--- config.mk ---
export PLATFORM = sky130hd
export DESIGN_NAME = load_store_unit
export DESIGN_NICKNAME = d
export VERILOG_FILES = /design/src/rtl/rv_mem_pkg.sv /design/src/rtl/lsu_lane_align.sv /design/src/rtl/load_store_unit.sv
export SDC_FILE = /design/constraint.sdc
export NUM_CORES = 1
export LEC_CHECK = 0
export ABC_AREA = 1
export BUFFER_PORTS_ARGS = -buffer_cell sky130_fd_sc_hd__buf_2
export CAP_MARGIN = 10
export CORE_ASPECT_RATIO = 2
export CORE_MARGIN = 2
export CORE_UTILIZATION = 50
export CTS_BUF_LIST = sky130_fd_sc_hd__clkbuf_16
export DETAILED_ROUTE_END_ITERATION = 8
export PLACE_DENSITY = 0.75
export SLEW_MARGIN = 10
export SYNTH_ARGS = -nofsm -noshare
export SYNTH_HDL_FRONTEND = slang
export SYNTH_SLANG_ARGS = --single-unit
export TNS_END_PERCENT = 1
--- constraint.sdc ---
create_clock -name clock -period 4.65 [get_ports clock]
set_clock_uncertainty 0.05 [all_clocks]
set_input_delay 1.1625 -clock clock [delete_from_list [all_inputs] [get_ports clock]]
set_output_delay 1.1625 -clock clock [all_outputs]
set_load 0.01 [all_outputs]
--- src/rtl/rv_mem_pkg.sv ---
// Shared data-memory definitions: RISC-V width codes, LSU state encoding and
// access-size helpers used by the load/store unit and the lane aligner.
package rv_mem_pkg;

  localparam logic [2:0] F3_B  = 3'b000;
  localparam logic [2:0] F3_H  = 3'b001;
  localparam logic [2:0] F3_W  = 3'b010;
  localparam logic [2:0] F3_BU = 3'b100;
  localparam logic [2:0] F3_HU = 3'b101;

  typedef enum logic [1:0] {
    ST_IDLE  = 2'b00,
    ST_READ  = 2'b01,
    ST_WRITE = 2'b10,
    ST_RESP  = 2'b11
  } lsu_state_t;

  // Access size in bytes; illegal codes report 4 (they are rejected anyway).
  function automatic logic [2:0] size_of(input logic [2:0] funct3);
    logic [2:0] size;
    case (funct3)
      F3_B, F3_BU: size = 3'd1;
      F3_H, F3_HU: size = 3'd2;
      F3_W:        size = 3'd4;
      default:     size = 3'd4;
    endcase
    return size;
  endfunction

  // True for the five width codes the memory port understands.
  function automatic logic f3_is_legal(input logic [2:0] funct3);
    logic legal;
    case (funct3)
      F3_B, F3_H, F3_W, F3_BU, F3_HU: legal = 1'b1;
      default:                        legal = 1'b0;
    endcase
    return legal;
  endfunction

endpackage

--- src/rtl/lsu_lane_align.sv ---
// Combinational lane steering for a 32-bit little-endian word: extracts and
// extends load data, and merges sub-word store data into a read word.
module lsu_lane_align
  import rv_mem_pkg::*;
(
  input  logic [31:0] i_word,
  input  logic [1:0]  i_lane,
  input  logic [2:0]  i_funct3,
  input  logic [31:0] i_wdata,
  output logic [31:0] o_load_data,
  output logic [31:0] o_store_word
);

  logic [7:0]  w_byte;
  logic [15:0] w_half;

  // Halves are naturally aligned, so only lane bit 1 selects the half.
  assign w_byte = i_word[{i_lane, 3'b000} +: 8];
  assign w_half = i_word[{i_lane[1], 4'b0000} +: 16];

  // Load data: pick the addressed lane(s) and sign- or zero-extend.
  always_comb begin
    o_load_data = 32'h0000_0000;
    case (i_funct3)
      F3_B:    o_load_data = {{24{w_byte[7]}}, w_byte};
      F3_BU:   o_load_data = {24'h00_0000, w_byte};
      F3_H:    o_load_data = {{16{w_half[15]}}, w_half};
      F3_HU:   o_load_data = {16'h0000, w_half};
      F3_W:    o_load_data = i_word;
      default: o_load_data = 32'h0000_0000;
    endcase
  end

  // Store merge: replace only the addressed lane(s) of the read word.
  always_comb begin
    o_store_word = i_word;
    case (i_funct3)
      F3_B:    o_store_word[{i_lane, 3'b000} +: 8]     = i_wdata[7:0];
      F3_H:    o_store_word[{i_lane[1], 4'b0000} +: 16] = i_wdata[15:0];
      F3_W:    o_store_word = i_wdata;
      default: o_store_word = i_word;
    endcase
  end

endmodule

--- src/rtl/load_store_unit.sv ---
// Load/store unit: one request at a time toward a word-wide memory port.
// Sub-word stores run as read-modify-write; bad requests never touch memory.
module load_store_unit
  import rv_mem_pkg::*;
#(
  parameter int unsigned MEM_BYTES = 64
) (
  input  logic        clock,
  input  logic        reset,
  input  logic        req_valid,
  output logic        req_ready,
  input  logic        req_store,
  input  logic [2:0]  req_funct3,
  input  logic [31:0] req_addr,
  input  logic [31:0] req_wdata,
  output logic        resp_valid,
  output logic [31:0] resp_rdata,
  output logic        resp_error,
  output logic        mem_we,
  output logic [31:0] mem_address,
  output logic [31:0] mem_wdata,
  input  logic [31:0] mem_rdata
);

  lsu_state_t  r_state;
  logic        r_store;
  logic [2:0]  r_funct3;
  logic [1:0]  r_lane;
  logic [31:0] r_wdata;

  logic [32:0] w_req_end;
  logic        w_is_half;
  logic        w_misaligned;
  logic        w_out_of_range;
  logic        w_bad_store;
  logic        w_req_error;
  logic [31:0] w_load_data;
  logic [31:0] w_store_word;

  // End address is formed in 33 bits so addresses near 2^32 cannot wrap.
  assign w_req_end      = {1'b0, req_addr} + {30'd0, size_of(req_funct3)};
  assign w_is_half      = (req_funct3 == F3_H) || (req_funct3 == F3_HU);
  assign w_misaligned   = (w_is_half && req_addr[0]) ||
                          ((req_funct3 == F3_W) && (req_addr[1:0] != 2'b00));
  assign w_out_of_range = w_req_end > 33'(MEM_BYTES);
  assign w_bad_store    = req_store && ((req_funct3 == F3_BU) || (req_funct3 == F3_HU));
  assign w_req_error    = !f3_is_legal(req_funct3) || w_misaligned ||
                          w_out_of_range || w_bad_store;

  // Memory read data is combinational, so it is steered in the READ cycle.
  lsu_lane_align u_lane_align (
    .i_word       (mem_rdata),
    .i_lane       (r_lane),
    .i_funct3     (r_funct3),
    .i_wdata      (r_wdata),
    .o_load_data  (w_load_data),
    .o_store_word (w_store_word)
  );

  // Control FSM; every port output is registered and set on state entry.
  always_ff @(posedge clock) begin
    if (reset) begin
      r_state     <= ST_IDLE;
      r_store     <= 1'b0;
      r_funct3    <= 3'b000;
      r_lane      <= 2'b00;
      r_wdata     <= 32'h0000_0000;
      req_ready   <= 1'b1;
      resp_valid  <= 1'b0;
      resp_rdata  <= 32'h0000_0000;
      resp_error  <= 1'b0;
      mem_we      <= 1'b0;
      mem_address <= 32'h0000_0000;
      mem_wdata   <= 32'h0000_0000;
    end else begin
      case (r_state)
        ST_IDLE: begin
          if (req_valid) begin
            r_store     <= req_store;
            r_funct3    <= req_funct3;
            r_lane      <= req_addr[1:0];
            r_wdata     <= req_wdata;
            mem_address <= {req_addr[31:2], 2'b00};
            req_ready   <= 1'b0;
            if (w_req_error) begin
              r_state    <= ST_RESP;
              resp_valid <= 1'b1;
              resp_error <= 1'b1;
              resp_rdata <= 32'h0000_0000;
            end else if (req_store && (req_funct3 == F3_W)) begin
              r_state   <= ST_WRITE;
              mem_we    <= 1'b1;
              mem_wdata <= req_wdata;
            end else begin
              r_state <= ST_READ;
            end
          end else begin
            r_state <= ST_IDLE;
          end
        end
        ST_READ: begin
          if (r_store) begin
            r_state   <= ST_WRITE;
            mem_we    <= 1'b1;
            mem_wdata <= w_store_word;
          end else begin
            r_state    <= ST_RESP;
            resp_valid <= 1'b1;
            resp_error <= 1'b0;
            resp_rdata <= w_load_data;
          end
        end
        ST_WRITE: begin
          r_state    <= ST_RESP;
          mem_we     <= 1'b0;
          resp_valid <= 1'b1;
          resp_error <= 1'b0;
          resp_rdata <= 32'h0000_0000;
        end
        ST_RESP: begin
          r_state    <= ST_IDLE;
          resp_valid <= 1'b0;
          req_ready  <= 1'b1;
        end
        default: begin
          r_state    <= ST_IDLE;
          mem_we     <= 1'b0;
          resp_valid <= 1'b0;
          req_ready  <= 1'b1;
        end
      endcase
    end
  end

endmodule

==> reports/results.txt <==
Critical Path End = resp_rdata[25]
clk buf depth = 2
PortBufs = 200
Final Critical Period = 3.739 ns
cell depth of the worst min-delay path = 2
Crit path required time = 4.97 ns
Vert. Die Dim = 194.2 µm
slew at the pin closest to its max-slew limit = 1.027 ns
register bit total from synthesis = 138
Multi-input gate area = 5135 µm²
CP Max Fanout = 31
area delta synth->final = 18.16%
Max Slew Vio Count = 0
cell chain of the critical path = buf_2 -> nor2_1 -> ha_1 -> fa_1 -> nand3_1 -> nand2_2 -> nand2_2 -> nor2_2 -> nand2_1 -> o21ai_0 -> nor2_1 -> nand2_1 -> nor2_1 -> nand2_1 -> nor2_1 -> nand4_1 -> buf_4 -> nand4_1 -> nand2_1 -> nor2_1
reg2reg end = mem_wdata[6]
cell count after placement = 1,850
# setup viols final = 0
warnings from Yosys = 0
top cells by count, synth = nand2_1, nor2_1, inv_1
maximum vdd drop = 0.0002764 V
TritonCTS clock tree = built
synth top area cells = dfxtp_1, nand2_1, nor2_1
Worst path slowest cell = fa_1
Post-DP Area = 10,100 µm²
Post-synth EDFFs = 0
Final Hold Vio Count = 0
combinational share of power = 0.329
TritonCTS buffer count = 17
clock share of power = 0.326
Post-Syn Area = 9040 µm²
WP data arrival = 4.06 ns
switching power = 1.555 mW
nets@finish = 1,772
DR iter-0 viols = 655
Yosys cell types = 43
P_int = 2.580 mW
Syn Inst Count = 1,504
crit path from = req_funct3[1]
top-area cell type share of the netlist area = 0.3056
IO Pins = 203
R2R Path Start = r_lane[0]
Pleak = 5.376 nW
fmax = 0.2675 GHz
Switching Share = 0.3761
Sequential Power Share = 0.344
Crit path largest cell delay = 0.45 ns
Sum Neg Setup Slack = 0 ns
total chip power = 4.135 mW
routability cong. = 1.103
CP Capture Type = flop
vias per inst = 5.514
DRC = 0
initial antenna violation count = 4
H-tree Lvls = 4
period utilisation layout = 0.8041
Vias = 10,394
Post-Route WL = 32.17 mm
ys async rst share = 0
cts repair resizes = 0
1st-pass router iterations = 5
CP Launch Type = primary input
kind of critical path = primary input to flop
Max-slew headroom = 0.3138
hold_buf cts = 0
Total GRT Usage = 0.3282
die span in x = 99.08 µm
critical path's top delay family = simple AND/OR/NAND/NOR gates
most frequent cell after synthesis = nand2_1
largest net degree at the start of global routing = 108
final std cells w/o fill = 1,885
maxcap violations = 0
Wirelength per Cell = 17.07 µm
power per cell area = 387.1 nW/µm²
Post-synth top flop = dfxtp_1
ANT nets after route = 0
WP buf/inv = 2
Worst R2R Setup Slack = 1.49 ns
minimum hold slack = 0.4209 ns
Clock Sinks = 138
Initial Util = 0.5083
Register Area = 2763 µm²
Clk Latency, worst-skew pair = 0.44 ns
syn avg cell area = 6.011 µm²
FP Rows = 69
clock transition at the registers of the reported paths = 0.06 ns
Die ar. = 19,240 µm²
finished layout cell area = 10,680 µm²
share of cells above drive strength 1 = 0.1601
first-pass GRT wire length = 49.68 mm
post-DP HPWL = 24.50 mm
Synth area leader = dfxtp_1
outcome = complete, no violations
Stages on worst setup path = 20
Top cell by count, worst path = nor2_1
Placeable Area = 17,780 µm²
vias in the first global route = 9,842
post-synthesis sequential area ratio = 0.3056
number of fill cells in the layout = 1,856
Post-CTS Setup Inserts = 0
HP Class = flop to flop
RSZ-0062 raised after global routing = false
Clock Tree Root = clkbuf_16
total grt overflow = 0
Worst R2R Path Depth = 9
-- state kept, by name (all words and copies together) (netlist names), 2 cells and up --
register and cells:
mem_wdata 32, r_wdata 32, resp_rdata 32, mem_address 30
r_funct3 3, r_lane 2, r_state 2
-- worst min-delay path by stage --
stage                           from  slack [ns]    endpoint
after floorplan           r_wdata[0]        0.39  r_wdata[0]
after global placement     req_ready        0.41   req_ready
after detailed placement  resp_valid        0.42  resp_valid
after CTS                 r_wdata[5]        0.43  r_wdata[5]
after global routing       req_ready        0.44   req_ready
final                      req_ready        0.42   req_ready
-- logic make-up after synthesis --
group / synth area share
AO/OA/AOI/OAI: 0.1610
XOR/XNOR: 0.003876
adder cells (fa/ha/maj): 0.01882
buffers and inverters: 0.1272
flip-flops: 0.3056
multiplexers: 0.01772
other: 0.0004148
AND/OR/NAND/NOR: 0.3654
-- cell usage in the layout (no fill, tap or decap), types with 17 or more instances in the layout --
cell type and count:
nand2_1 396, nor2_1 233, inv_1 211, buf_2 200, dfxtp_1 138, o21ai_0 134
nand4_1 75, a21oi_1 46, nand3_1 45, o211ai_1 32, clkbuf_16 17
-- per-layer routing --
metal,wire length [µm],part of all wire,global-route usage
met5,0,0,0
met4,3095,0.096,0.2801
met2,16590,0.52,0.5911
met3,2033,0.063,0.07030
met1,10460,0.33,0.3019
-- area by class of cell --
class	count	share of cell area
sequential	138	0.2586
clock buffer	17	0.03983
multi-input combinational	1069	0.4807
clock inverter	14	0.01382
tap	213	0.02495
antenna	4	0.0009371
inverter	215	0.07567
timing repair buffer	215	0.1054
-- worst register-to-register path: stages, from the launching register on --
cell and delay [ns]:
dfxtp_1 0.61, inv_1 0.26, ha_1 0.50, inv_1 0.22
a41oi_1 0.66, o22ai_1 0.18, mux2i_1 0.30, nand4_1 0.13
nand2_1 0.09, nor2_1 0.05
-- through the flow --
step	worst slack (ns)	util
2_1_floorplan	1.095	-
3_3_place_gp	0.5126	0.5678
3_5_place_dp	0.4514	0.5678
4_1_cts	0.8920	0.6000
5_1_grt	0.6241	0.6003
6_report	0.9110	0.6006
-- power groups by stage --
stage	Clock, mW	Sequential (mW)	Combinational, mW
floorplan	0	1.49	0.854
finish	1.35	1.42	1.36
detailed placement	0	1.45	1.35
global route	1.40	1.44	1.52
CTS	1.36	1.42	1.35
global placement	0	1.44	1.33
(Power assumes the default switching activity.)
